===== src/rtl/ram_dump_reader_if.sv =====
// Bundle of the request, RAM read port and output stream signals of ram_dump_reader.
// Signal prefixes are from the reader's point of view: i_ enters the reader, o_ leaves it.
interface ram_dump_reader_if #(
  parameter int XLEN     = 32,
  parameter int RAM_SIZE = 'h600,
  parameter int ADDR_W   = $clog2(RAM_SIZE)
);
  logic              i_start;
  logic [ADDR_W-1:0] i_base_addr;
  logic [ADDR_W:0]   i_count;
  logic              o_busy;
  logic              o_done;
  logic              o_err;
  logic              o_mem_re;
  logic [ADDR_W-1:0] o_mem_addr;
  logic [XLEN-1:0]   i_mem_rdata;
  logic              o_out_valid;
  logic              i_out_ready;
  logic [XLEN-1:0]   o_out_data;
  logic              o_out_last;
  logic [XLEN-1:0]   o_checksum;

  modport slave (
    input  i_start, i_base_addr, i_count, i_mem_rdata, i_out_ready,
    output o_busy, o_done, o_err, o_mem_re, o_mem_addr,
           o_out_valid, o_out_data, o_out_last, o_checksum
  );

  modport master (
    output i_start, i_base_addr, i_count, i_mem_rdata, i_out_ready,
    input  o_busy, o_done, o_err, o_mem_re, o_mem_addr,
           o_out_valid, o_out_data, o_out_last, o_checksum
  );
endinterface


===== src/rtl/ram_dump_reader.sv =====
// Streams a contiguous range of RAM words out of a synchronous read port onto a
// valid/ready stream, marking the final word and keeping a running checksum.
module ram_dump_reader #(
  parameter int XLEN     = 32,
  parameter int RAM_SIZE = 'h600,
  parameter int ADDR_W   = $clog2(RAM_SIZE)
) (
  input  logic             clk,
  input  logic             rst,
  ram_dump_reader_if.slave bus
);

  typedef enum logic [1:0] {S_IDLE, S_READ, S_DRAIN, S_FIN} state_t;

  state_t            r_state;
  state_t            w_next;
  logic [ADDR_W-1:0] r_addr;
  logic [ADDR_W:0]   r_remaining;
  logic              r_inflight;
  logic              r_inflight_last;
  logic [XLEN-1:0]   r_fifo_data [2];
  logic [1:0]        r_fifo_last;
  logic              r_wptr;
  logic              r_rptr;
  logic [1:0]        r_fcount;
  logic              r_err;
  logic [XLEN-1:0]   r_checksum;

  logic [ADDR_W+1:0] w_end;
  logic              w_range_ok;
  logic              w_accept;
  logic              w_valid;
  logic              w_pop;
  logic              w_head_last;
  logic [2:0]        w_occupancy;
  logic              w_issue;

  // End index is two bits wider than an address so base+count can never wrap.
  assign w_end       = {2'b00, bus.i_base_addr} + {1'b0, bus.i_count};
  assign w_range_ok  = (w_end <= (ADDR_W+2)'(RAM_SIZE));
  assign w_accept    = (r_state == S_IDLE) && bus.i_start;
  assign w_valid     = (r_fcount != 2'd0);
  assign w_pop       = w_valid && bus.i_out_ready;
  assign w_head_last = r_fifo_last[r_rptr];
  assign w_occupancy = {1'b0, r_fcount} + {2'b00, r_inflight};

  assign bus.o_busy      = (r_state != S_IDLE);
  assign bus.o_done      = (r_state == S_FIN);
  assign bus.o_err       = r_err;
  assign bus.o_mem_re    = w_issue;
  assign bus.o_mem_addr  = r_addr;
  assign bus.o_out_valid = w_valid;
  assign bus.o_out_data  = r_fifo_data[r_rptr];
  assign bus.o_out_last  = w_valid && w_head_last;
  assign bus.o_checksum  = r_checksum;

  // State register.
  always_ff @(posedge clk or posedge rst) begin
    if (rst) r_state <= S_IDLE;
    else     r_state <= w_next;
  end

  // Next state and read issue; a word leaving the buffer this cycle frees its slot,
  // which keeps the stream bubble-free with two buffer entries.
  always_comb begin
    w_next  = r_state;
    w_issue = 1'b0;
    case (r_state)
      S_IDLE: begin
        if (bus.i_start) begin
          w_next = ((bus.i_count != '0) && w_range_ok) ? S_READ : S_FIN;
        end
      end
      S_READ: begin
        if (w_occupancy <= ({2'b00, w_pop} + 3'd1)) begin
          w_issue = 1'b1;
          if (r_remaining == (ADDR_W+1)'(1)) w_next = S_DRAIN;
        end
      end
      S_DRAIN: begin
        if (w_pop && w_head_last) w_next = S_FIN;
      end
      S_FIN:   w_next = S_IDLE;
      default: w_next = S_IDLE;
    endcase
  end

  // Request bookkeeping: latch the range on accept, then walk it one read at a time.
  always_ff @(posedge clk or posedge rst) begin
    if (rst) begin
      r_addr          <= '0;
      r_remaining     <= '0;
      r_inflight      <= 1'b0;
      r_inflight_last <= 1'b0;
      r_err           <= 1'b0;
    end else begin
      if (w_accept) begin
        r_addr      <= bus.i_base_addr;
        r_remaining <= bus.i_count;
        r_err       <= !w_range_ok;
      end else if (w_issue) begin
        r_addr      <= r_addr + 1'b1;
        r_remaining <= r_remaining - 1'b1;
      end
      r_inflight      <= w_issue;
      r_inflight_last <= w_issue && (r_remaining == (ADDR_W+1)'(1));
    end
  end

  // Two-entry buffer: returning RAM data is written the cycle after its read.
  always_ff @(posedge clk or posedge rst) begin
    if (rst) begin
      r_fifo_data[0] <= '0;
      r_fifo_data[1] <= '0;
      r_fifo_last    <= 2'b00;
      r_wptr         <= 1'b0;
      r_rptr         <= 1'b0;
      r_fcount       <= 2'd0;
    end else begin
      if (r_inflight) begin
        r_fifo_data[r_wptr] <= bus.i_mem_rdata;
        r_fifo_last[r_wptr] <= r_inflight_last;
        r_wptr              <= ~r_wptr;
      end
      if (w_pop) r_rptr <= ~r_rptr;
      case ({r_inflight, w_pop})
        2'b10:   r_fcount <= r_fcount + 2'd1;
        2'b01:   r_fcount <= r_fcount - 2'd1;
        default: r_fcount <= r_fcount;
      endcase
    end
  end

  // Running checksum of handshaken words, restarted by each accepted request.
  always_ff @(posedge clk or posedge rst) begin
    if (rst)           r_checksum <= '0;
    else if (w_accept) r_checksum <= '0;
    else if (w_pop)    r_checksum <= r_checksum + r_fifo_data[r_rptr];
  end

endmodule


===== src/flat_wrapper.sv =====
// flat-port wrapper written by rule: the top's interface ports become plain ports
module ram_dump_reader_flat 
#(
  parameter int XLEN     = 32,
  parameter int RAM_SIZE = 'h600,
  parameter int ADDR_W   = $clog2(RAM_SIZE)
)
  (clk, rst, bus_i_start, bus_i_base_addr, bus_i_count, bus_i_mem_rdata, bus_i_out_ready, bus_o_busy, bus_o_done, bus_o_err, bus_o_mem_re, bus_o_mem_addr, bus_o_out_valid, bus_o_out_data, bus_o_out_last, bus_o_checksum);
  ram_dump_reader_if #(.XLEN(XLEN), .RAM_SIZE(RAM_SIZE), .ADDR_W(ADDR_W)) bus_i ();
  input  logic clk;
  input  logic rst;
  input wire logic [$bits(bus_i.i_start)-1:0] bus_i_start;
  input wire logic [$bits(bus_i.i_base_addr)-1:0] bus_i_base_addr;
  input wire logic [$bits(bus_i.i_count)-1:0] bus_i_count;
  input wire logic [$bits(bus_i.i_mem_rdata)-1:0] bus_i_mem_rdata;
  input wire logic [$bits(bus_i.i_out_ready)-1:0] bus_i_out_ready;
  output wire logic [$bits(bus_i.o_busy)-1:0] bus_o_busy;
  output wire logic [$bits(bus_i.o_done)-1:0] bus_o_done;
  output wire logic [$bits(bus_i.o_err)-1:0] bus_o_err;
  output wire logic [$bits(bus_i.o_mem_re)-1:0] bus_o_mem_re;
  output wire logic [$bits(bus_i.o_mem_addr)-1:0] bus_o_mem_addr;
  output wire logic [$bits(bus_i.o_out_valid)-1:0] bus_o_out_valid;
  output wire logic [$bits(bus_i.o_out_data)-1:0] bus_o_out_data;
  output wire logic [$bits(bus_i.o_out_last)-1:0] bus_o_out_last;
  output wire logic [$bits(bus_i.o_checksum)-1:0] bus_o_checksum;
  assign bus_i.i_start = bus_i_start;
  assign bus_i.i_base_addr = bus_i_base_addr;
  assign bus_i.i_count = bus_i_count;
  assign bus_i.i_mem_rdata = bus_i_mem_rdata;
  assign bus_i.i_out_ready = bus_i_out_ready;
  assign bus_o_busy = bus_i.o_busy;
  assign bus_o_done = bus_i.o_done;
  assign bus_o_err = bus_i.o_err;
  assign bus_o_mem_re = bus_i.o_mem_re;
  assign bus_o_mem_addr = bus_i.o_mem_addr;
  assign bus_o_out_valid = bus_i.o_out_valid;
  assign bus_o_out_data = bus_i.o_out_data;
  assign bus_o_out_last = bus_i.o_out_last;
  assign bus_o_checksum = bus_i.o_checksum;
  ram_dump_reader #(.XLEN(XLEN), .RAM_SIZE(RAM_SIZE), .ADDR_W(ADDR_W)) u_core (.clk(clk), .rst(rst), .bus(bus_i));
endmodule

===== config.mk =====
export PLATFORM = sky130hd
export DESIGN_NAME = ram_dump_reader_flat
export DESIGN_NICKNAME = d
export VERILOG_FILES = /design/src/rtl/ram_dump_reader_if.sv /design/src/rtl/ram_dump_reader.sv /design/src/flat_wrapper.sv
export SDC_FILE = /design/constraint.sdc
export NUM_CORES = 1
export LEC_CHECK = 0
export ABC_AREA = 1
export ABC_CLOCK_PERIOD_IN_PS = 5740
export CORE_MARGIN = 2
export CORE_UTILIZATION = 29
export DETAILED_ROUTE_END_ITERATION = 10
export PLACE_DENSITY = 0.6
export SYNTH_ARGS = -nofsm -noshare
export SYNTH_HDL_FRONTEND = slang
export SYNTH_SLANG_ARGS = --single-unit
export TNS_END_PERCENT = 10

===== constraint.sdc =====
create_clock -name clk -period 5.74 [get_ports clk]
set_input_delay 1.722 -clock clk [delete_from_list [all_inputs] [get_ports clk]]
set_output_delay 1.722 -clock clk [all_outputs]
set_load 0.02 [all_outputs]

==> results.json, run 1 <==
{
  "status": "finished, final reports clean",
  "finalSetupTns_ps": 0,
  "start_kind": "input port",
  "die_w_um": 177,
  "fin_cells": 1758,
  "synth-main-ff-cell": "dfrtp_1",
  "floorplan.initialDensity": 0.294,
  "core_um2": 29600,
  "drtIter0Drc": 497,
  "min_path_type": "flip-flop to flip-flop",
  "holdCritStartpoint": "u_core.r_fifo_last[1]$_DFFE_PP0P_",
  "wirelength_mm": 26.1,
  "drv_slew": 0,
  "cp-end-kind": "output port",
  "crit_chain": "clkdlybuf4s50_1, o21a_2, fa_1, inv_1, nand3_1, a21boi_2, nor2_4, clkdlybuf4s50_1",
  "postSynthCellCount": 1220,
  "io_buffer_count": 139,
  "hold_end": "u_core.r_fifo_last[1]$_DFFE_PP0P_",
  "pwr-share-seq": 0.220,
  "syn_area_per_cell_um2": 7.13,
  "period_minus_slack_ps": 5590,
  "routed_via_density": 4.68,
  "synth.distinct_cells": 50,
  "maxCapViolCount": 0,
  "ios": 140,
  "antenna_cells": 0,
  "dieArea_um2": 31400,
  "grtUsageMet1": 0.228,
  "cts_hold_buf": 0,
  "p_switching_mw": 3.87,
  "clockBufferDepth": 2,
  "path_class": "input port to output port",
  "grt_pass1_wl_mm": 42.0,
  "drt_drc_violations_left": 0,
  "vdd_drop_max_v": 0.000258,
  "synth-seq-cells": 130,
  "max_slew.worst_pin.slew_ps": 1160,
  "drt-pass1-iter-count": 4,
  "crit_path_frequent_cell": "clkdlybuf4s50_1",
  "synthToLayoutAreaGrowth_pct": 27.9,
  "setup_viol": 0,
  "placementRows": 63,
  "timing_hold_violations_final": 0,
  "grt.overflow.total": 0,
  "worst-r2r-setup-slack_ps": 2650,
  "grt.met2_usage": 0.284,
  "nets": 1471,
  "use_met3": 0.0299,
  "vias": 8227,
  "cts.sinks": 130,
  "grt_pass1_vias": 7957,
  "postSynth.asyncResetShare": 1.00,
  "busiest_layer": "met2",
  "p_clk_frac": 0.145,
  "power_frac_comb": 0.635,
  "finClkSkew_ps": 11.1,
  "slew_headroom": 0.223,
  "critPathRequiredTime_ps": 4020,
  "placed_cells": 1726,
  "p_int_mw": 3.93,
  "dp_slack_ps": 181,
  "slowest_delay_ps": 620,
  "final.setup.worst_slack_ps": 150,
  "avgRoutedWirePerCell_um": 14.9,
  "cts_setup_buffers": 0,
  "grt_usage": 0.170,
  "post-route-period-util": 0.974,
  "clk_pin_slew_ps": 50,
  "gp_congestion": 0.903,
  "rsz0062_at_grt": "false",
  "drive_above_1_share": 0.0804,
  "syn_nets": 1336,
  "ff2ff_path_depth": 11,
  "crit_arrival_ps": 3870,
  "fmax_mhz": 179,
  "worstSkewPairLatency_ps": 420,
  "ctsHtreeMaxLevel": 4,
  "rr_startpoint": "u_core.r_fcount[0]$_DFFE_PP0P_",
  "whs_path_depth": 2,
  "cts_resized": 0,
  "path_max_fanout": 3,
  "postRouteAntennaNets": 0,
  "cp_slowest_cell": "clkdlybuf4s50_1",
  "dp_hpwl_mm": 19.8,
  "synth_edf_count": 0,
  "yosys_warnings": 0,
  "p_per_area_nw_per_um2": 701,
  "grt_antenna_before_repair": 1,
  "root_buffer": "clkbuf_16",
  "die_height_um": 177,
  "yosysSeqAreaShare": 0.374,
  "grt_max_degree": 131,
  "r2r_end": "u_core.r_remaining[7]$_DFFE_PP0P_",
  "cts_made_buffers": 17,
  "cts_tree": "done",
  "swShare": 0.496,
  "syn_area_um2": 8690,
  "fin_util": 0.376,
  "p_leak_nw": 5.37
}
worst max-delay path, delay by kind of cell:
| kind | cells | cell delay, ps |
|---|---|---|
| AND/OR/NAND/NOR | 2 | 170 |
| AO/OA/AOI/OAI | 2 | 370 |
| adder cells (fa/ha/maj) | 1 | 400 |
| buffers and inverters | 3 | 1210 |
metrics by stage:
stage          instance area [um^2]  hold WS (ps)  total power, mW
2_1_floorplan                  8690           453             5.00
3_3_place_gp                  10500           466             6.63
3_5_place_dp                  10500           471             6.69
4_1_cts                       11100           487             7.86
5_1_grt                       11100           505             8.50
6_report                      11100           483             7.80
cell type report:
| cell class | count | area (um^2) |
|---|---|---|
| Timing Repair Buffer | 148 | 1470 |
| Clock inverter | 9 | 129 |
| Clock buffer | 23 | 478 |
| Sequential cell | 130 | 3250 |
| Multi-Input combinational cell | 920 | 4780 |
| Fill cell | 3090 | 18400 |
| Tap cell | 390 | 488 |
| Inverter | 138 | 520 |
Yosys cell counts, drive strengths merged, types with 2 or more instances:
library cell	count	area share
xnor2	3	0.0030
clkbuf	19	0.0082
ha	54	0.078
o311ai	2	0.0029
inv	137	0.059
a31oi	5	0.0036
nor3	13	0.0098
buf	13	0.0085
o21ai	118	0.072
o21a	2	0.0020
nor4	5	0.0050
o22ai	3	0.0022
a21boi	6	0.0069
nand3b	4	0.0035
nor2	112	0.055
a22o	2	0.0020
dfrtp	130	0.37
or2	5	0.0036
nand3	49	0.030
a21oi	45	0.028
fa	3	0.0069
xor2	13	0.013
a32o	2	0.0023
nand4	7	0.0050
nand2	445	0.20
a21o	4	0.0035
o221ai	3	0.0030
and2	3	0.0022
o211ai	9	0.0083
power by group through the flow:
stage | registers [mW] | logic (mW) | clock network, mW
2_1_floorplan | 1.80 | 3.20 | 0
3_3_place_gp | 1.71 | 4.91 | 0
3_5_place_dp | 1.72 | 4.97 | 0
6_report | 1.72 | 4.96 | 1.13
5_1_grt | 1.77 | 5.53 | 1.20
4_1_cts | 1.71 | 4.99 | 1.15
cells by family after synthesis:
kind of cell / count (synthesis) / share of synthesized area
flip-flops: 130 / 0.374
AO/OA/AOI/OAI: 204 / 0.139
XOR/XNOR: 16 / 0.0161
buffers and inverters: 170 / 0.0763
adder cells (fa/ha/maj): 57 / 0.0846
AND/OR/NAND/NOR: 643 / 0.310
metal layers:
metal / vias up / routed length, um / share of wire
met5: - / 12 / 0.00046
met4: 2 / 360 / 0.014
met3: 25 / 1010 / 0.039
met2: 154 / 12400 / 0.47
met1: 3859 / 12400 / 0.47
li1: 4187 / - / -
layout by cell type, fill, tap and decap left out, types with 8 or more instances in the layout:
cell type / synthesis / layout
o211ai_1: 8 / 8
dfrtp_1: 130 / 130
nand2_2: 15 / 16
nor2_2: 13 / 13
clkdlybuf4s50_1: 0 / 139
ha_1: 54 / 54
a21oi_1: 41 / 41
nand2_1: 430 / 429
o21ai_0: 99 / 99
nor3_1: 9 / 9
o21ai_1: 12 / 12
xor2_1: 13 / 13
inv_1: 131 / 130
buf_4: 2 / 8
nand3_1: 46 / 46
nor2_1: 96 / 96
clkbuf_16: 0 / 17
how the worst max path moves through the flow:
stage / from / endpoint / depth (start not counted) / slack (ps)
after floorplan: rst / u_core.bus.o_checksum[0]$_DFFE_PP0P_ / 1 / 550
after global placement: bus_i_out_ready / bus_o_mem_re / 8 / 180
after detailed placement: bus_i_out_ready / bus_o_mem_re / 8 / 180
after CTS: bus_i_out_ready / bus_o_mem_re / 8 / 170
after global routing: bus_i_out_ready / bus_o_mem_re / 8 / 90
final: bus_i_out_ready / bus_o_mem_re / 8 / 150
sequential cells by signal, indices dropped and copies added (netlist names):
signal,flops
u_core.r_wptr,1
u_core.bus.o_err,1
u_core.r_remaining,12
u_core.r_rptr,1
u_core.r_fifo_last,2
u_core.r_fcount,2
u_core.r_inflight_last,1
u_core.r_fifo_data,64
u_core.bus.o_mem_addr,11
u_core.bus.o_checksum,32
u_core.r_inflight,1
u_core.r_state,2
No activity file was read; power rests on OpenSTA's default activity.
==> run 2, diff against run 1 <==
--- a/constraint.sdc
+++ b/constraint.sdc
@@ -3,2 +3,2 @@
 set_output_delay 1.722 -clock clk [all_outputs]
-set_load 0.02 [all_outputs]
+set_load 0.1 [all_outputs]
==> run 2 against run 1 <==
Against the previous run:
- worst setup slack better by 270 ps
- final cell count barely moved
- register-to-register slack gained 190 ps
- sequential cell count did not move
- critical path depth did not move
- non-clock buffer count stayed put
- global-route usage increased by 0.22 points
- count of clock-buffer cells in the layout decreased by 2
- worst hold slack lost 1.9 ps
- utilization fell by 0.21 points
- first-iteration DRC count grew 15%
- die area unchanged
==> results.json, run 2 (same netlist as run 1, synthesis figures left out) <==
{
  "status": "finished, final reports clean",
  "nets": 1471,
  "antenna_cells": 0,
  "postRouteAntennaNets": 0,
  "die_height_um": 177,
  "vias": 8321,
  "grt_pass1_wl_mm": 42.3,
  "cts_hold_buf": 0,
  "maxCapViolCount": 0,
  "cts_tree": "done",
  "fmax_mhz": 188,
  "period_minus_slack_ps": 5320,
  "wirelength_mm": 26.3,
  "core_um2": 29600,
  "fillCellCount": 3146,
  "drtIter0Drc": 572,
  "gp_congestion": 0.913,
  "cp-end-kind": "output port",
  "io_buffer_count": 139,
  "worstSkewPairLatency_ps": 420,
  "routed_via_density": 4.74,
  "ios": 140,
  "floorplan.initialDensity": 0.294,
  "grt_antenna_before_repair": 0,
  "min_path_type": "flip-flop to flip-flop",
  "clockBufferDepth": 2,
  "drt_drc_violations_left": 0,
  "grt_usage": 0.172,
  "finalSetupTns_ps": 0,
  "root_buffer": "clkbuf_16",
  "ctsHtreeMaxLevel": 4,
  "clk_pin_slew_ps": 60,
  "start_kind": "input port",
  "dieArea_um2": 31400,
  "timing_hold_violations_final": 0,
  "final_common_cell": "nand2_1",
  "cts_resized": 0,
  "finClkSkew_ps": 8.39,
  "cts_setup_buffers": 0,
  "largest_reg_flops": 64,
  "avgRoutedWirePerCell_um": 15.0,
  "final_design_area_no_fill_um2": 11100,
  "cts_made_buffers": 17,
  "grt.overflow.total": 0,
  "slew_headroom": 0.320,
  "path_class": "input port to output port",
  "placementRows": 63,
  "drt-pass1-iter-count": 5,
  "crit_arrival_ps": 3600,
  "dpl-instance-area_um2": 10400,
  "top_register": "u_core.r_fifo_data",
  "die_w_um": 177,
  "setup_viol": 0,
  "rsz0062_at_grt": "false",
  "synthToLayoutAreaGrowth_pct": 27.2,
  "post-route-period-util": 0.927,
  "dp_hpwl_mm": 20.0,
  "path_max_fanout": 7,
  "grt_max_degree": 78,
  "drive_above_1_share": 0.105,
  "cts.sinks": 130,
  "critPathRequiredTime_ps": 4020,
  "grt_pass1_vias": 8075,
  "max_slew.worst_pin.slew_ps": 1020,
  "final_cell_mix": "429 x nand2_1, 130 x inv_1, 130 x dfrtp_1, 105 x clkdlybuf4s50_1, 99 x o21ai_0",
  "drv_slew": 0
}
## run 2: cell count changes in the layout (fill, tap and decap cells not counted), sizes merged
cell / before / now
clkbuf: 23 / 21
clkinvlp: 2 / 3
buf: 9 / 43
bufinv: 3 / 4
clkdlybuf4s50: 139 / 105
clkinv: 5 / 4
## run 2: stage by stage
step                setup WS, ps  hold slack (ps)  cells   util
detailed placement           400              472   1726  0.353
finish                       420              481   1757  0.374
global placement             399              465   1726  0.353
CTS                          401              486   1757  0.374
floorplan                    549              453   1220      -
global route                 304              497   1757  0.374
## run 2: final timing paths
kind	startpoint	end	slack, ps	cells past startpoint
min in group asynchronous	rst	u_core.r_fifo_data[32]$_DFFE_PP0P_	1780	2
setup / recovery	bus_i_out_ready	bus_o_mem_re	420	8
hold / removal	u_core.r_fifo_data[38]$_DFFE_PP0P_	u_core.r_fifo_data[38]$_DFFE_PP0P_	480	2
hold reg to reg	u_core.r_fifo_data[38]$_DFFE_PP0P_	u_core.r_fifo_data[38]$_DFFE_PP0P_	480	2
setup reg to reg	u_core.r_fcount[0]$_DFFE_PP0P_	u_core.r_remaining[7]$_DFFE_PP0P_	2840	10
max in group asynchronous	rst	u_core.r_fifo_data[19]$_DFFE_PP0P_	3070	3
## run 2: critical path, stage by stage
cell and delay (ps):
clkdlybuf4s50_1 490, o21a_2 240, fa_1 410, inv_1 80
nand3_1 60, a21boi_2 170, nor2_4 210, buf_12 220
## run 2: area by class of cell
| cell class | instances | area, um^2 | share of cell area |
|---|---|---|---|
| Sequential cell | 130 | 3250 | 0.294 |
| Inverter | 138 | 520 | 0.0471 |
| Clock buffer | 21 | 460 | 0.0416 |
| Clock inverter | 10 | 158 | 0.0143 |
| Timing Repair Buffer | 148 | 1400 | 0.126 |
| Tap cell | 390 | 488 | 0.0441 |
| Multi-Input combinational cell | 920 | 4780 | 0.432 |
## run 2: per-layer routing
metal / global-route usage / part of all wire / vias up
met5: 0 / 0 / -
met4: 0.0406 / 0.013 / 0
met3: 0.0365 / 0.050 / 22
met2: 0.285 / 0.47 / 185
met1: 0.229 / 0.46 / 3921
li1: - / - / 4193
Power of run 2 is not shown: default switching activity piles up to over one toggle a cycle in this logic, so the estimate is an artifact.
